File: config.mk
export PLATFORM = sky130hd
export DESIGN_NAME = fetch_unit
export DESIGN_NICKNAME = d
export VERILOG_FILES = /design/src/rtl/fetch_unit.sv
export SDC_FILE = /design/constraint.sdc
export NUM_CORES = 1
export LEC_CHECK = 0
export ABC_AREA = 1
export BUFFER_PORTS_ARGS = -buffer_cell sky130_fd_sc_hd__buf_4
export CAP_MARGIN = 15
export CORE_MARGIN = 3
export CORE_UTILIZATION = 64
export DETAILED_ROUTE_END_ITERATION = 10
export PLACE_DENSITY = 0.9
export SLEW_MARGIN = 20
export SYNTH_ARGS = -nofsm -noshare
export SYNTH_HDL_FRONTEND = slang
export SYNTH_SLANG_ARGS = --single-unit
File: constraint.sdc
create_clock -name clk -period 12.5 [get_ports clk]
set_input_delay 0.625 -clock clk [delete_from_list [all_inputs] [get_ports clk]]
set_output_delay 0.625 -clock clk [all_outputs]
set_load 0.01 [all_outputs]
File: src/rtl/fetch_unit.sv
// Instruction fetch front end: issues word-aligned fetches, pairs in-order responses
// with their fetch PCs and queues them for decode; a redirect flushes and refetches.
module fetch_unit #(
    parameter int          DEPTH    = 4,
    parameter logic [31:0] RESET_PC = 32'h0000_0000
) (
    input  logic        clk,
    input  logic        reset,
    output logic        imem_req_valid,
    input  logic        imem_req_ready,
    output logic [31:0] imem_req_addr,
    input  logic        imem_rsp_valid,
    input  logic [31:0] imem_rsp_data,
    input  logic        redirect_valid,
    input  logic [31:0] redirect_pc,
    output logic        InstrValidD,
    input  logic        InstrReadyD,
    output logic [31:0] InstrD,
    output logic [31:0] PCD,
    output logic [31:0] PCPlus4D
);
    localparam int          AW  = $clog2(DEPTH);
    localparam int          CW  = AW + 1;
    localparam logic [31:0] NOP = 32'h0000_0013;

    typedef enum logic [1:0] {BOOT = 2'd0, RUN = 2'd1, FLUSH = 2'd2} state_e;

    state_e        state_q, state_d;
    logic [31:0]   pc_q, pc_d;
    logic [CW-1:0] inflight_q, inflight_d;
    logic [CW-1:0] qcount_q, qcount_d;
    logic [CW-1:0] drop_q, drop_d;
    logic [AW-1:0] pf_wr_q, pf_wr_d, pf_rd_q, pf_rd_d;
    logic [AW-1:0] iq_wr_q, iq_wr_d, iq_rd_q, iq_rd_d;
    logic [31:0]   pf_mem       [DEPTH];
    logic [31:0]   iq_instr_mem [DEPTH];
    logic [31:0]   iq_pc_mem    [DEPTH];

    logic [CW:0]   occ_s;
    logic [CW-1:0] rsp_dec_s;
    logic          req_valid_s, req_fire_s, rsp_ok_s, redir_s;
    logic          push_s, instr_valid_s, pop_s;

    // Occupancy counts outstanding fetches too, so the queue can never overflow
    assign occ_s         = {1'b0, inflight_q} + {1'b0, qcount_q};
    assign req_valid_s   = (state_q == RUN) && (occ_s < (CW+1)'(DEPTH)) && !redirect_valid;
    assign req_fire_s    = req_valid_s && imem_req_ready;
    assign rsp_ok_s      = imem_rsp_valid && (inflight_q != {CW{1'b0}});
    assign rsp_dec_s     = CW'(rsp_ok_s);
    assign redir_s       = redirect_valid && (state_q != BOOT);
    assign push_s        = rsp_ok_s && (state_q == RUN) && !redirect_valid;
    assign instr_valid_s = (qcount_q != {CW{1'b0}}) && !redirect_valid && (state_q == RUN);
    assign pop_s         = instr_valid_s && InstrReadyD;

    assign imem_req_valid = req_valid_s;
    assign imem_req_addr  = {pc_q[31:2], 2'b00};
    assign InstrValidD    = instr_valid_s;
    assign InstrD         = (qcount_q != {CW{1'b0}}) ? iq_instr_mem[iq_rd_q] : NOP;
    assign PCD            = (qcount_q != {CW{1'b0}}) ? iq_pc_mem[iq_rd_q] : 32'h0000_0000;
    assign PCPlus4D       = PCD + 32'd4;

    // Next-state logic: FSM, fetch PC, counters and pointers
    always_comb begin
        state_d    = state_q;
        pc_d       = pc_q;
        inflight_d = inflight_q + CW'(req_fire_s) - rsp_dec_s;
        qcount_d   = qcount_q;
        drop_d     = drop_q;
        pf_wr_d    = pf_wr_q + AW'(req_fire_s);
        pf_rd_d    = pf_rd_q + AW'(rsp_ok_s);
        iq_wr_d    = iq_wr_q;
        iq_rd_d    = iq_rd_q;
        if (redir_s) begin
            // A response landing in the redirect cycle is already stale; count it as dropped
            pc_d     = redirect_pc & ~32'h0000_0003;
            qcount_d = {CW{1'b0}};
            iq_rd_d  = iq_wr_q;
            drop_d   = inflight_q - rsp_dec_s;
            state_d  = (drop_d != {CW{1'b0}}) ? FLUSH : RUN;
        end else begin
            case (state_q)
                BOOT: begin
                    state_d = RUN;
                end
                RUN: begin
                    pc_d     = req_fire_s ? (pc_q + 32'd4) : pc_q;
                    qcount_d = qcount_q + CW'(push_s) - CW'(pop_s);
                    iq_wr_d  = iq_wr_q + AW'(push_s);
                    iq_rd_d  = iq_rd_q + AW'(pop_s);
                end
                FLUSH: begin
                    drop_d  = drop_q - rsp_dec_s;
                    state_d = (drop_d == {CW{1'b0}}) ? RUN : FLUSH;
                end
                default: begin
                    state_d = BOOT;
                end
            endcase
        end
    end

    // State, PC, counter and pointer registers
    always_ff @(posedge clk or negedge reset) begin
        if (!reset) begin
            state_q    <= BOOT;
            pc_q       <= RESET_PC;
            inflight_q <= {CW{1'b0}};
            qcount_q   <= {CW{1'b0}};
            drop_q     <= {CW{1'b0}};
            pf_wr_q    <= {AW{1'b0}};
            pf_rd_q    <= {AW{1'b0}};
            iq_wr_q    <= {AW{1'b0}};
            iq_rd_q    <= {AW{1'b0}};
        end else begin
            state_q    <= state_d;
            pc_q       <= pc_d;
            inflight_q <= inflight_d;
            qcount_q   <= qcount_d;
            drop_q     <= drop_d;
            pf_wr_q    <= pf_wr_d;
            pf_rd_q    <= pf_rd_d;
            iq_wr_q    <= iq_wr_d;
            iq_rd_q    <= iq_rd_d;
        end
    end

    // Storage for the per-request PC FIFO and the instruction queue; contents need no reset
    always_ff @(posedge clk) begin
        if (req_fire_s) begin
            pf_mem[pf_wr_q] <= imem_req_addr;
        end
        if (push_s) begin
            iq_instr_mem[iq_wr_q] <= imem_rsp_data;
            iq_pc_mem[iq_wr_q]    <= pf_mem[pf_rd_q];
        end
    end

endmodule

==> flow_summary.toml <==
[route]
antenna_left = 0
wl_um = 47300
dr.pass1.iters = 6
drt_iter0_markers = 1756
viasPerCell = 5.98
avgRoutedWirePerCell_um = 19.5
drc = 0
via_count = 14500

[sta]
skew_ps = 17.5
fin_ws_ps = 7680
finalSetupTns_ps = 0
relSlewSlack_pct = 37.5
period_needed_ps = 4820
maxSlewViolCount = 0
rsz0062_at_grt = "false"
worst_pin_slew_ps = 938
fmax_ghz = 0.208
min_period_over_period_pct = 38.5
hold_viol_final = 0
setup_viol = 0

[worst_hold_path]
min_path_type = "in -> async"

[clock_network]
htreeDepth = 2
cts_buffer_depth = 3
cts-resized-gates = 0
post_cts.repair.setup_buffers = 0
numCtsBuffers = 40
tritoncts = "done"
cts_hold_buf = 0
insertion_delay_ps = 530
clock-sinks = 417
ctsRootBufferMaster = "clkbuf_16"
clk_pin_slew_ps = 60

[logic_synthesis]
synth_fa_ha_area_share_pct = 1.26
syn_area_um2 = 19100
synth_xor_area_share_pct = 1.33
ys_seq_elements = 417
synth_edf_count = 368
synthFlopType = "edfxtp_1"
netlist-cell-type-count = 49
synth-compound-area-share_pct = 7.91
synth_top_family_by_area = "simple AND/OR/NAND/NOR gates"
synth_area_per_cell_um2 = 10.4
ys_warn_count = 0
synthArstFlopShare_pct = 11.8
synth-seq-area-share_pct = 64.3
synthCells = 1836
synthMuxAreaShare_pct = 0
yosys.area_share.simple_pct = 20.0

[power]
power_leakage_nw = 8.58
cellPowerDensity_nw_per_um2 = 220
ir_worst_vdd_v = 0.000200

[run]
drv_cap = 0

[floorplan]
pin_count = 200
initial_core_util_pct = 65.8
die_area_um2 = 31900
fp-row-count = 62
die_w_um = 179
design.core.area_um2 = 29000
die_y_um = 179

[global_route]
overflow = 0
groute.usage.overall_pct = 29.2
grt_max_degree = 87
grt_pass1_vias = 13900
antenna_found_initial = 0
grt_pass1_wl_um = 72400

[setup_path]
rrSetupSlack_ps = 9830
end_kind = "primary output"
reg2reg_depth = 11
critical_path_peak_fanout = 67
critPathKind = "reg -> out"
crit_required_ps = 11880
startpoint_type = "register"
cp_data_arrival_time_ps = 4190

[place]
io_buffers = 191
pre_cts_ws_ps = 8310
dpl.hpwl_um = 29000
gp_congestion = 0.900

[final_layout]
fillCellCount = 1779
drive_above_1_share_pct = 17.5
final_net_count = 2093
antenna-diode-count = 0
layout-area-overhead-vs-synth_pct = 14.9

[status]
status = "completed"
## cells in the mapped netlist (3+ instances only)
cell type / instances / area share [%]
a21oi_1: 41 / 1.1
a22oi_2: 3 / 0.20
a31oi_1: 4 / 0.13
buf_1: 10 / 0.20
buf_2: 18 / 0.47
buf_4: 18 / 0.71
buf_6: 8 / 0.47
buf_8: 3 / 0.24
clkbuf_1: 32 / 0.63
dfrtp_1: 49 / 6.4
edfxtp_1: 368 / 58
ha_1: 16 / 1.0
inv_1: 104 / 2.0
inv_2: 8 / 0.16
nand2_1: 391 / 7.7
nand2_2: 10 / 0.33
nand3_1: 107 / 2.8
nand3_2: 3 / 0.16
nand3b_1: 3 / 0.12
nand4_1: 18 / 0.59
nor2_1: 304 / 6.0
nor2_2: 27 / 0.89
nor2_4: 9 / 0.53
nor3_1: 15 / 0.39
o211ai_1: 3 / 0.12
o21ai_0: 159 / 4.2
o21ai_1: 11 / 0.29
o21ai_2: 3 / 0.14
o22ai_1: 32 / 1.0
o22ai_2: 5 / 0.33
or2_2: 3 / 0.098
xnor2_1: 6 / 0.28
xor2_1: 23 / 1.1
## cell families (layout without fill, tap and decap cells)
family | Yosys count | after routing
flops | 417 | 417
other cells | 1 | 6
buf+inv | 204 | 398
fa+ha+maj | 18 | 18
simple gates | 897 | 897
compound gates | 270 | 270
xor+xnor | 29 | 29
## metrics by stage
stage          cells  hold slack [ps]  total power (W)  area (µm²)  util [%]
2_1_floorplan   1841              329          0.00311       19100         -
3_3_place_gp    2347              515          0.00356       20700      71.3
3_5_place_dp    2347              516          0.00365       20700      71.3
4_1_cts         2419              136          0.00481       21900      75.6
5_1_grt         2419              158          0.00508       21900      75.6
6_report        2419              125          0.00483       21900      75.6
## registers in the layout, summed over array words and instances, names as in the netlist
register,cells
qcount_q,3
drop_q,3
pf_wr_q,2
pc_q,30
pf_rd_q,2
state_q,2
iq_rd_q,2
pf_mem,120
iq_pc_mem,120
iq_wr_q,2
iq_instr_mem,128
inflight_q,3
## final cells by class
| class | instances | area (µm²) | area share [%] |
|---|---|---|---|
| Sequential cell | 417 | 12300 | 56.0 |
| Multi-Input combinational cell | 1220 | 5890 | 26.9 |
| Tap cell | 384 | 480 | 2.19 |
| Clock inverter | 13 | 105 | 0.479 |
| Timing Repair Buffer | 212 | 1590 | 7.26 |
| Clock buffer | 59 | 1140 | 5.22 |
| Inverter | 114 | 433 | 1.97 |
## power breakdown
group	switching (W)	internal (W)	leakage, nW
clock network	0.000489	0.000658	0.601
registers	0.000211	0.00179	3.90
logic	0.00115	0.000531	4.07
total	0.00185	0.00298	8.58
## metal layers
layer,vias to the layer above,share of wire (%),track usage (%)
li1,6593,-,-
met1,6848,38,40.0
met2,902,49,48.4
met3,123,9.7,4.28
met4,0,3.1,10.5
met5,-,0,0
## critical path, cell delays in order (launching register included)
cell     delay [ps]
dfrtp_4         770
inv_4           390
buf_4           460
nand2_1         140
nand3_1         100
a21oi_1         330
ha_1            340
nand2_1         110
nor2_1          150
nand2_2         140
nor2_4          240
nand3_1         100
nand2_1          70
nand2_1          90
buf_4           160
## cell usage in the layout (no fill, tap or decap), drive strengths merged
cell type	netlist	layout
nand2	403	403
buf	58	212
clkinvlp	0	3
or2	4	4
clkinv	0	10
nor2	342	342
ha	16	16
dfrtp	49	49
a21oi	41	41
xor2	23	23
a31oi	5	5
fa	2	2
nand3b	3	3
nand3	110	110
bufinv	0	1
nand4	18	18
o21a	1	1
nor3	16	16
xnor2	6	6
o31ai	1	1
and3	1	1
a22oi	4	4
o311ai	3	3
o211ai	3	3
o22a	2	2
edfxtp	368	368
clkbuf	32	59
o22ai	37	37
conb	1	6
o21ai	173	173
inv	114	113
## path summary, 6_finish.rpt
kind	start	endpoint
worst max-delay path	iq_rd_q[0]$_DFFE_PN0P_	PCPlus4D[24]
worst min-delay path	reset	drop_q[0]$_DFFE_PN0P_
worst max register to register	state_q[1]$_DFFE_PN0N_	qcount_q[2]$_DFFE_PN0P_
worst min register to register	inflight_q[1]$_DFF_PN0_	inflight_q[2]$_DFF_PN0_
max in group asynchronous	reset	iq_rd_q[0]$_DFFE_PN0P_
min in group clk	imem_rsp_data[1]	iq_instr_mem[0][1]$_DFFE_PP_
No activity file was read; power rests on OpenSTA's default activity.
